===== src/rtl/axil_pkg.sv =====
`default_nettype none
// ============================================================================
//  Package     : axil_pkg
//  Description : Shared AXI4-Lite definitions for the command master and the
//                register bank: response codes, register offsets and the
//                command-master FSM state encoding.
//  Revision    : 1.0  initial release
// ============================================================================
package axil_pkg;

   // AXI4-Lite response codes
   localparam logic [1:0] RESP_OKAY   = 2'b00;
   localparam logic [1:0] RESP_EXOKAY = 2'b01;
   localparam logic [1:0] RESP_SLVERR = 2'b10;
   localparam logic [1:0] RESP_DECERR = 2'b11;

   // Register bank byte offsets
   localparam logic [7:0] c_REG_CTRL = 8'h00;
   localparam logic [7:0] c_REG_DATA = 8'h04;

   // Command-master FSM state encoding
   typedef logic [2:0] axil_state_t;
   localparam axil_state_t c_ST_IDLE   = 3'd0;
   localparam axil_state_t c_ST_WR     = 3'd1;
   localparam axil_state_t c_ST_WAIT_B = 3'd2;
   localparam axil_state_t c_ST_RD     = 3'd3;
   localparam axil_state_t c_ST_WAIT_R = 3'd4;
   localparam axil_state_t c_ST_RSP    = 3'd5;

endpackage : axil_pkg
`default_nettype wire


===== src/rtl/axil_cmd_master.sv =====
`default_nettype none
// ============================================================================
//  Module      : axil_cmd_master
//  Description : Single-outstanding AXI4-Lite master. Converts a one-at-a-time
//                command/response handshake into AXI4-Lite reads and writes
//                and keeps a saturating count of non-OKAY responses.
//  Revision    : 1.0  initial release
// ============================================================================
module axil_cmd_master
   import axil_pkg::*;
#(
   parameter int ADDR_WIDTH   = 4,
   parameter int DATA_WIDTH   = 32,
   parameter int ERRCNT_WIDTH = 8
) (
   input  logic                      ACLK,
   input  logic                      ARESET,
   // command side
   input  logic                      cmd_valid,
   output logic                      cmd_ready,
   input  logic                      cmd_write,
   input  logic [ADDR_WIDTH-1:0]     cmd_addr,
   input  logic [DATA_WIDTH-1:0]     cmd_wdata,
   input  logic [DATA_WIDTH/8-1:0]   cmd_wstrb,
   // response side
   output logic                      rsp_valid,
   input  logic                      rsp_ready,
   output logic [DATA_WIDTH-1:0]     rsp_rdata,
   output logic [1:0]                rsp_resp,
   output logic                      rsp_write,
   output logic [ERRCNT_WIDTH-1:0]   err_count,
   // AXI4-Lite master
   output logic [ADDR_WIDTH-1:0]     maxi_awaddr,
   output logic                      maxi_awvalid,
   input  logic                      maxi_awready,
   output logic [DATA_WIDTH-1:0]     maxi_wdata,
   output logic [DATA_WIDTH/8-1:0]   maxi_wstrb,
   output logic                      maxi_wvalid,
   input  logic                      maxi_wready,
   input  logic [1:0]                maxi_bresp,
   input  logic                      maxi_bvalid,
   output logic                      maxi_bready,
   output logic [ADDR_WIDTH-1:0]     maxi_araddr,
   output logic                      maxi_arvalid,
   input  logic                      maxi_arready,
   input  logic [DATA_WIDTH-1:0]     maxi_rdata,
   input  logic [1:0]                maxi_rresp,
   input  logic                      maxi_rvalid,
   output logic                      maxi_rready
);

   axil_state_t                r_state;
   logic [ADDR_WIDTH-1:0]      r_addr;
   logic [DATA_WIDTH-1:0]      r_wdata;
   logic [DATA_WIDTH/8-1:0]    r_wstrb;
   logic                       r_awvalid;
   logic                       r_wvalid;
   logic                       r_arvalid;
   logic                       r_aw_done;
   logic                       r_w_done;
   logic [DATA_WIDTH-1:0]      r_rsp_rdata;
   logic [1:0]                 r_rsp_resp;
   logic                       r_rsp_write;
   logic [ERRCNT_WIDTH-1:0]    r_err_count;

   logic                       w_aw_hs;
   logic                       w_w_hs;
   logic                       w_aw_fin;
   logic                       w_w_fin;
   logic                       w_b_hs;
   logic                       w_r_hs;
   logic [1:0]                 w_rsp_code;
   logic                       w_err_inc;

   // Handshake strobes; a handshake in the current cycle counts as done so
   // WR can leave in the same edge as its last channel completes.
   assign w_aw_hs    = r_awvalid & maxi_awready;
   assign w_w_hs     = r_wvalid  & maxi_wready;
   assign w_aw_fin   = r_aw_done | w_aw_hs;
   assign w_w_fin    = r_w_done  | w_w_hs;
   assign w_b_hs     = (r_state == c_ST_WAIT_B) & maxi_bvalid;
   assign w_r_hs     = (r_state == c_ST_WAIT_R) & maxi_rvalid;
   assign w_rsp_code = (r_state == c_ST_WAIT_B) ? maxi_bresp : maxi_rresp;
   assign w_err_inc  = (w_b_hs | w_r_hs) & (w_rsp_code != RESP_OKAY)
                       & (r_err_count != {ERRCNT_WIDTH{1'b1}});

   // Readies and status are pure functions of state
   assign cmd_ready    = (r_state == c_ST_IDLE);
   assign maxi_bready  = (r_state == c_ST_WAIT_B);
   assign maxi_rready  = (r_state == c_ST_WAIT_R);
   assign rsp_valid    = (r_state == c_ST_RSP);

   assign maxi_awaddr  = r_addr;
   assign maxi_araddr  = r_addr;
   assign maxi_wdata   = r_wdata;
   assign maxi_wstrb   = r_wstrb;
   assign maxi_awvalid = r_awvalid;
   assign maxi_wvalid  = r_wvalid;
   assign maxi_arvalid = r_arvalid;
   assign rsp_rdata    = r_rsp_rdata;
   assign rsp_resp     = r_rsp_resp;
   assign rsp_write    = r_rsp_write;
   assign err_count    = r_err_count;

   // Transaction FSM with its address/data and response registers
   always_ff @(posedge ACLK) begin
      if (ARESET) begin
         r_state     <= c_ST_IDLE;
         r_addr      <= '0;
         r_wdata     <= '0;
         r_wstrb     <= '0;
         r_awvalid   <= 1'b0;
         r_wvalid    <= 1'b0;
         r_arvalid   <= 1'b0;
         r_aw_done   <= 1'b0;
         r_w_done    <= 1'b0;
         r_rsp_rdata <= '0;
         r_rsp_resp  <= '0;
         r_rsp_write <= 1'b0;
      end else begin
         case (r_state)
            c_ST_IDLE: begin
               if (cmd_valid) begin
                  r_addr    <= cmd_addr;
                  r_wdata   <= cmd_wdata;
                  r_wstrb   <= cmd_wstrb;
                  r_aw_done <= 1'b0;
                  r_w_done  <= 1'b0;
                  if (cmd_write) begin
                     r_awvalid <= 1'b1;
                     r_wvalid  <= 1'b1;
                     r_state   <= c_ST_WR;
                  end else begin
                     r_arvalid <= 1'b1;
                     r_state   <= c_ST_RD;
                  end
               end
            end
            c_ST_WR: begin
               if (w_aw_hs) begin
                  r_awvalid <= 1'b0;
                  r_aw_done <= 1'b1;
               end
               if (w_w_hs) begin
                  r_wvalid <= 1'b0;
                  r_w_done <= 1'b1;
               end
               if (w_aw_fin && w_w_fin) begin
                  r_state <= c_ST_WAIT_B;
               end
            end
            c_ST_WAIT_B: begin
               if (maxi_bvalid) begin
                  r_rsp_resp  <= maxi_bresp;
                  r_rsp_rdata <= '0;
                  r_rsp_write <= 1'b1;
                  r_state     <= c_ST_RSP;
               end
            end
            c_ST_RD: begin
               if (maxi_arready) begin
                  r_arvalid <= 1'b0;
                  r_state   <= c_ST_WAIT_R;
               end
            end
            c_ST_WAIT_R: begin
               if (maxi_rvalid) begin
                  r_rsp_resp  <= maxi_rresp;
                  r_rsp_rdata <= maxi_rdata;
                  r_rsp_write <= 1'b0;
                  r_state     <= c_ST_RSP;
               end
            end
            c_ST_RSP: begin
               if (rsp_ready) begin
                  r_state <= c_ST_IDLE;
               end
            end
            default: begin
               r_state <= c_ST_IDLE;
            end
         endcase
      end
   end

   // Saturating count of non-OKAY B/R responses
   always_ff @(posedge ACLK) begin
      if (ARESET) begin
         r_err_count <= '0;
      end else if (w_err_inc) begin
         r_err_count <= r_err_count + ERRCNT_WIDTH'(1);
      end
   end

endmodule : axil_cmd_master
`default_nettype wire


===== config.mk =====
export PLATFORM = sky130hd
export DESIGN_NAME = axil_cmd_master
export DESIGN_NICKNAME = d
export VERILOG_FILES = /design/src/rtl/axil_pkg.sv /design/src/rtl/axil_cmd_master.sv
export SDC_FILE = /design/constraint.sdc
export NUM_CORES = 1
export LEC_CHECK = 0
export BUFFER_PORTS_ARGS = -buffer_cell sky130_fd_sc_hd__buf_2
export CAP_MARGIN = 30
export CORE_ASPECT_RATIO = 1.2
export CORE_UTILIZATION = 46
export CTS_CLUSTER_SIZE = 30
export DETAILED_ROUTE_END_ITERATION = 8
export PLACE_DENSITY = 0.81
export SLEW_MARGIN = 30
export SYNTH_ARGS = -nofsm -noshare
export SYNTH_HDL_FRONTEND = slang
export SYNTH_SLANG_ARGS = --single-unit

===== constraint.sdc =====
create_clock -name ACLK -period 1.9 [get_ports ACLK]
set_input_delay 0.38 -clock ACLK [delete_from_list [all_inputs] [get_ports ACLK]]
set_output_delay 0.38 -clock ACLK [all_outputs]
set_load 0.1 [all_outputs]

# Yosys cells after proc, flatten, opt, wreduce, memory -nomap -nowiden
# Index checks and enable logic that the tools add are counted.
totals:
  input_bits: 86
  word_cells: 86
  regBits: 91
  out_inout_bits: 94
classes:
  addsub: 1
  bitwise_logic: 9
  muxes: 33
  eq_ne: 16
  reduce_logical: 14
op_table:
  columns: ["op", "count"]
  rows:
  - ["$mux 32", 2]
  - ["$pmux 32 s2", 1]
  - ["$mux 3", 6]
  - ["$pmux 3 s6", 1]
  - ["$ne 2x2->1 const B", 8]
  - ["$mux 1", 12]
  - ["$pmux 1 s2", 6]
  - ["$reduce_and 4->1", 3]
  - ["$reduce_and 3->1", 3]
  - ["$add 8x1->8 const B", 1]
  - ["$mux 2", 4]
  - ["$ne 8x8->1 const B", 1]
  - ["$reduce_bool 2->1", 4]
  - ["$and 1x1->1", 6]
  - ["$eq 3x2->1 const B", 2]
  - ["$eq 3x3->1 const B", 2]
  - ["$reduce_and 6->1", 1]
  - ["$ne 2x1->1 const B", 2]
  - ["$pmux 2 s2", 1]
  - ["$eq 3x1->1 const B", 1]
  - ["$logic_not 3->1", 1]
  - ["$or 1x1->1", 3]
  - ["$reduce_and 2->1", 1]
  - ["$logic_and 1x1->1", 1]

# Depth between registers and ports, before layout
depth:
  ltp_word: 5
  depth_mapped: 7
  depth_no_buf: 6

# Least setup slack after synthesis
# No wires, ideal clock.
synth_path:
  kind: "register to register"
  start: "reg r_state[2]"
  end: "reg r_aw_done"
  path_buffers: 2
  period_less_slack_ns: 2.825
  setup_time_ns: 0.128
  stages_incl_launch_ff: 8
  setup_slack_ns: -0.925
  arrival_ns: 2.698
  required_ns: 1.772
  cell_sequence: "dfxtp_1 > or2_1 > clkbuf_1 > nor2_1 > nand2_1 > buf_2 > a32oi_1 > nor2_1"
synth_via:
  elab_chain_len: 3
  word_cells_on_any_way: 7
  classes_between: "eq/ne: 3; mux: 1; reduce/logical: 3"
synth_rtl:
  columns: ["element", "line_no", "source"]
  rows:
  - ["start: declaration", "axil_cmd_master.sv:52", "axil_state_t r_state;"]
  - ["start signal: assignment", "axil_cmd_master.sv:108", "r_state <= c_ST_IDLE;"]
  - ["start signal: assignment", "axil_cmd_master.sv:132", "r_state <= c_ST_WR;"]
  - ["start signal: assignment", "axil_cmd_master.sv:135", "r_state <= c_ST_RD;"]
  - ["$logic_not 3->1 *", null, null]
  - ["net cmd_ready", "axil_cmd_master.sv:20", "output logic cmd_ready,"]
  - ["$ne 2x2->1 (no source line) or $reduce_bool 2->1 (tied branches)", null, null]
  - ["$reduce_and 3->1 (no source line)", null, null]
  - ["end signal: assignment", "axil_cmd_master.sv:115", "r_aw_done <= 1'b0;"]
  - ["end signal: assignment", "axil_cmd_master.sv:127", "r_aw_done <= 1'b0;"]
  - ["end signal: assignment", "axil_cmd_master.sv:142", "r_aw_done <= 1'b1;"]
  - ["end: declaration", "axil_cmd_master.sv:59", "logic r_aw_done;"]
# The timed path passes the listed nets; every way through them passes the cells marked *.
# A chain may end at the register's enable or synchronous reset.

# Worst setup path after layout
layout_path:
  start: "reg r_state[2]"
  end: "out cmd_ready"
layout_via:
  elab_chain_len: 1
layout_rtl:
  columns: ["element", "line_no", "source"]
  rows:
  - ["$logic_not 3->1", "axil_cmd_master.sv:88", "assign cmd_ready = (r_state == c_ST_IDLE);"]
  - ["end: declaration", "axil_cmd_master.sv:20", null]
# Every way passes these cells.

==> out/qor.yml <==
slew_viol_final: 0
gp_congestion: 0.787
grt_start_max_net_pins: 54
synthCells: 444
cts.sink_count: 91
outcome: "completed"
cell_internal_pwr_uw: 3770
power_frac_seq_pct: 30.8
cts_buffers: 9
synth_compound_area_share_pct: 14.3
place_area_um2: 4740
cp-start-kind: "flip-flop"
p_leak_uw: 0.00225
holdCritPathClass: "in -> reg"
fin_crit_sh_pct: 96.9
wirelength_um: 9580
slew_headroom_pct: 57.4
reg2regPathDepth: 7
root_buffer: "clkbuf_8"
max-vdd-ir-drop_mv: 1.03
drv_cap: 0
overflow: 0
grt_pass1_vias: 3487
avgSynthCellArea_um2: 8.18
pwr-share-comb_pct: 50.2
fin_crit_ps: 1840
die_h_um: 99.3
final_area_um2: 5010
drt-wirelength-per-cell_um: 13.4
end_kind: "primary output"
start_util_pct: 47.4
area.growth.synth_to_final_pct: 38.0
netlist_area_um2: 3630
crit_arrival_ps: 1460
worstPathRequired_ps: 1520
drtIter0Drc: 214
crit_fanout: 11
antenna_cells: 0
dr.pass1.iters: 4
ys_seq_area_share_pct: 50.2
postRouteAntennaNets: 0
hold_viol: 0
path_buf_inv: 2
crit_end: "cmd_ready"
power_density_nw_per_um2: 1510
die_area_um2: 8250
drc: 0
clkPwrFrac_pct: 19.0
timing.rr.end: "err_count[5]"
cts_tree: "done"
synth_top_family_by_area: "simple AND/OR/NAND/NOR gates"
dieWidth_um: 83.1
startpoint: "r_state[2]"
whs_ps: 251
synth_warnings: 0
synth_xor_area_share_pct: 1.45
crit_family: "simple AND/OR/NAND/NOR gates"
routed-via-count: 3690
rrSetupSlack_ps: 120
clk_latency_ps: 350
slowest_delay_ps: 350
synth-seq-cells: 91
switching_share_pct: 50.2
viasPerCell: 5.17
switchingPower_uw: 3800
coreArea_um2: 7660
grt_pass1_wl_um: 15300
setup_viol: 0
ys_types: 44
path_cells: "buf_4 -> or2_4 -> nor2_4 -> buf_12"
placementRows: 35
htree_levels: 3
syn-num-nets: 531
synth_mux_area_share_pct: 1.52
slowest_stage: "dfxtp_2"
worst_slew_pin_slew_ps: 639
path_class: "reg -> out"
antenna_found_initial: 0
yosys.area_share.simple_pct: 26.5
path_depth: 4
drive_gt1_share_pct: 39.4
synthAdderAreaFrac_pct: 0.345
ios: 180
numPortBuffers: 179
dp_hpwl_um: 6830
cts.clk_slew.worst_paths_ps: 100
nets: 704
grt_usage_pct: 22.6
fmax_mhz: 543
cts_buffer_depth: 2
worstReg2RegStart: "r_state[1]"
worst_clock_skew_ps: 10.8
[cells in the mapped netlist, drive strengths merged]
| cell | number | share of area, % |
|---|---|---|
| a211o | 1 | 0.24 |
| a211oi | 2 | 0.41 |
| a21oi | 81 | 11 |
| a22o | 1 | 0.24 |
| a22oi | 3 | 1.1 |
| a311oi | 1 | 0.24 |
| a31oi | 1 | 0.17 |
| a32oi | 1 | 0.24 |
| and2 | 1 | 0.17 |
| and3 | 2 | 0.34 |
| and3b | 1 | 0.34 |
| and4b | 1 | 0.28 |
| buf | 25 | 4.0 |
| clkbuf | 13 | 1.3 |
| dfxtp | 91 | 50 |
| ha | 1 | 0.34 |
| inv | 3 | 0.31 |
| mux2 | 1 | 0.41 |
| mux2i | 4 | 1.1 |
| nand2 | 120 | 12 |
| nand3 | 37 | 5.1 |
| nand3b | 1 | 0.21 |
| nand4 | 2 | 0.52 |
| nor2 | 23 | 2.4 |
| nor2b | 3 | 0.52 |
| nor3 | 3 | 0.55 |
| nor3b | 2 | 0.86 |
| nor4 | 5 | 1.4 |
| nor4b | 3 | 1.1 |
| o21ai | 3 | 0.41 |
| or2 | 1 | 0.17 |
| or3b | 1 | 0.24 |
| xnor2 | 6 | 1.4 |
[kinds of logic (layout without fill, tap and decap cells)]
family	count (synthesis)	count (layout)
buffers and inverters	41	219
AO/OA/AOI/OAI	94	94
XOR/XNOR	6	6
flip-flops	91	91
adder cells (fa/ha/maj)	1	1
multiplexers	5	5
AND/OR/NAND/NOR	206	206
[layout make-up]
class | instances | area [um2]
Inverter | 3 | 11.3
Fill cell | 636 | 2650
Timing Repair Buffer | 200 | 1160
Clock buffer | 11 | 131
Sequential cell | 91 | 1840
Tap cell | 92 | 115
Multi-Input combinational cell | 312 | 1660
Clock inverter | 5 | 86.3
[cells in the final DEF (no fill, tap or decap), types with 2 or more instances in the layout]
master,n
clkbuf_1,2
and3_1,2
clkbuf_8,9
dfxtp_1,78
nor4_4,3
buf_2,175
clkinvlp_4,2
mux2i_1,4
a21oi_1,81
bufinv_16,2
a211oi_1,2
xnor2_1,6
o21ai_0,2
nor4_1,2
buf_4,17
nand3_1,37
buf_12,8
nor2b_1,3
nand2_1,120
inv_1,3
dfxtp_2,12
nor2_1,21
[power by group through the flow]
stage                     registers, uW  clock network [uW]  logic [uW]
after global routing               2370                1550        3980
after global placement             2360                   0        3680
after floorplan                    4000                   0        1420
after detailed placement           2380                   0        3730
final                              2340                1440        3800
after CTS                          2330                1460        3760
[state kept, by name, summed over array words and instances (netlist names), 2 cells and up]
register,cells
maxi_wdata,32
rsp_rdata,32
err_count,8
maxi_araddr,4
maxi_wstrb,4
r_state,3
rsp_resp,2
[timing repair]
| action | CTS | global route |
|---|---|---|
| gates cloned | 0 | 0 |
| buffers inserted | 2 | 3 |
| pin swaps | 0 | 2 |
| gates resized for setup | 2 | 3 |
| hold buffers | 0 | 0 |
| endpoints found under the setup margin | 3 | 8 |
[worst min path at each step]
stage | from | to | cells past startpoint
after floorplan | r_aw_done | r_aw_done | 2
after global placement | rsp_rdata[18] | rsp_rdata[18] | 2
after detailed placement | rsp_rdata[28] | rsp_rdata[28] | 2
after CTS | cmd_addr[1] | maxi_araddr[1] | 3
after global routing | cmd_wdata[7] | maxi_wdata[7] | 3
final | cmd_wdata[18] | maxi_wdata[18] | 3
[worst register-to-register path, stage by stage (launching register included)]
cell	delay [ps]
dfxtp_4	400
nor3b_4	180
buf_4	150
a22oi_4	310
buf_4	350
nor4_4	60
xnor2_1	180
nor2_1	50
[layer usage]
layer	wire, um	track usage [%]	vias up
met4	180	10.7	0
met1	3920	24.9	1706
met3	444	3.98	18
met5	0	0	-
met2	5030	42.1	127
li1	-	-	1839
[per-stage QoR]
step	utilization, %	setup slack, ps	total power [uW]	setup TNS, ps	cells
4_1_cts	65.0	9.53	7560	0	711
5_1_grt	65.4	-1.77	7900	-1.77	714
3_3_place_gp	61.9	93.0	6040	0	693
3_5_place_dp	61.9	0.674	6100	0	693
2_1_floorplan	-	-437	5420	-13290	444
6_report	65.4	59.1	7580	0	714
Note: power is estimated with default switching activity, not from simulation.
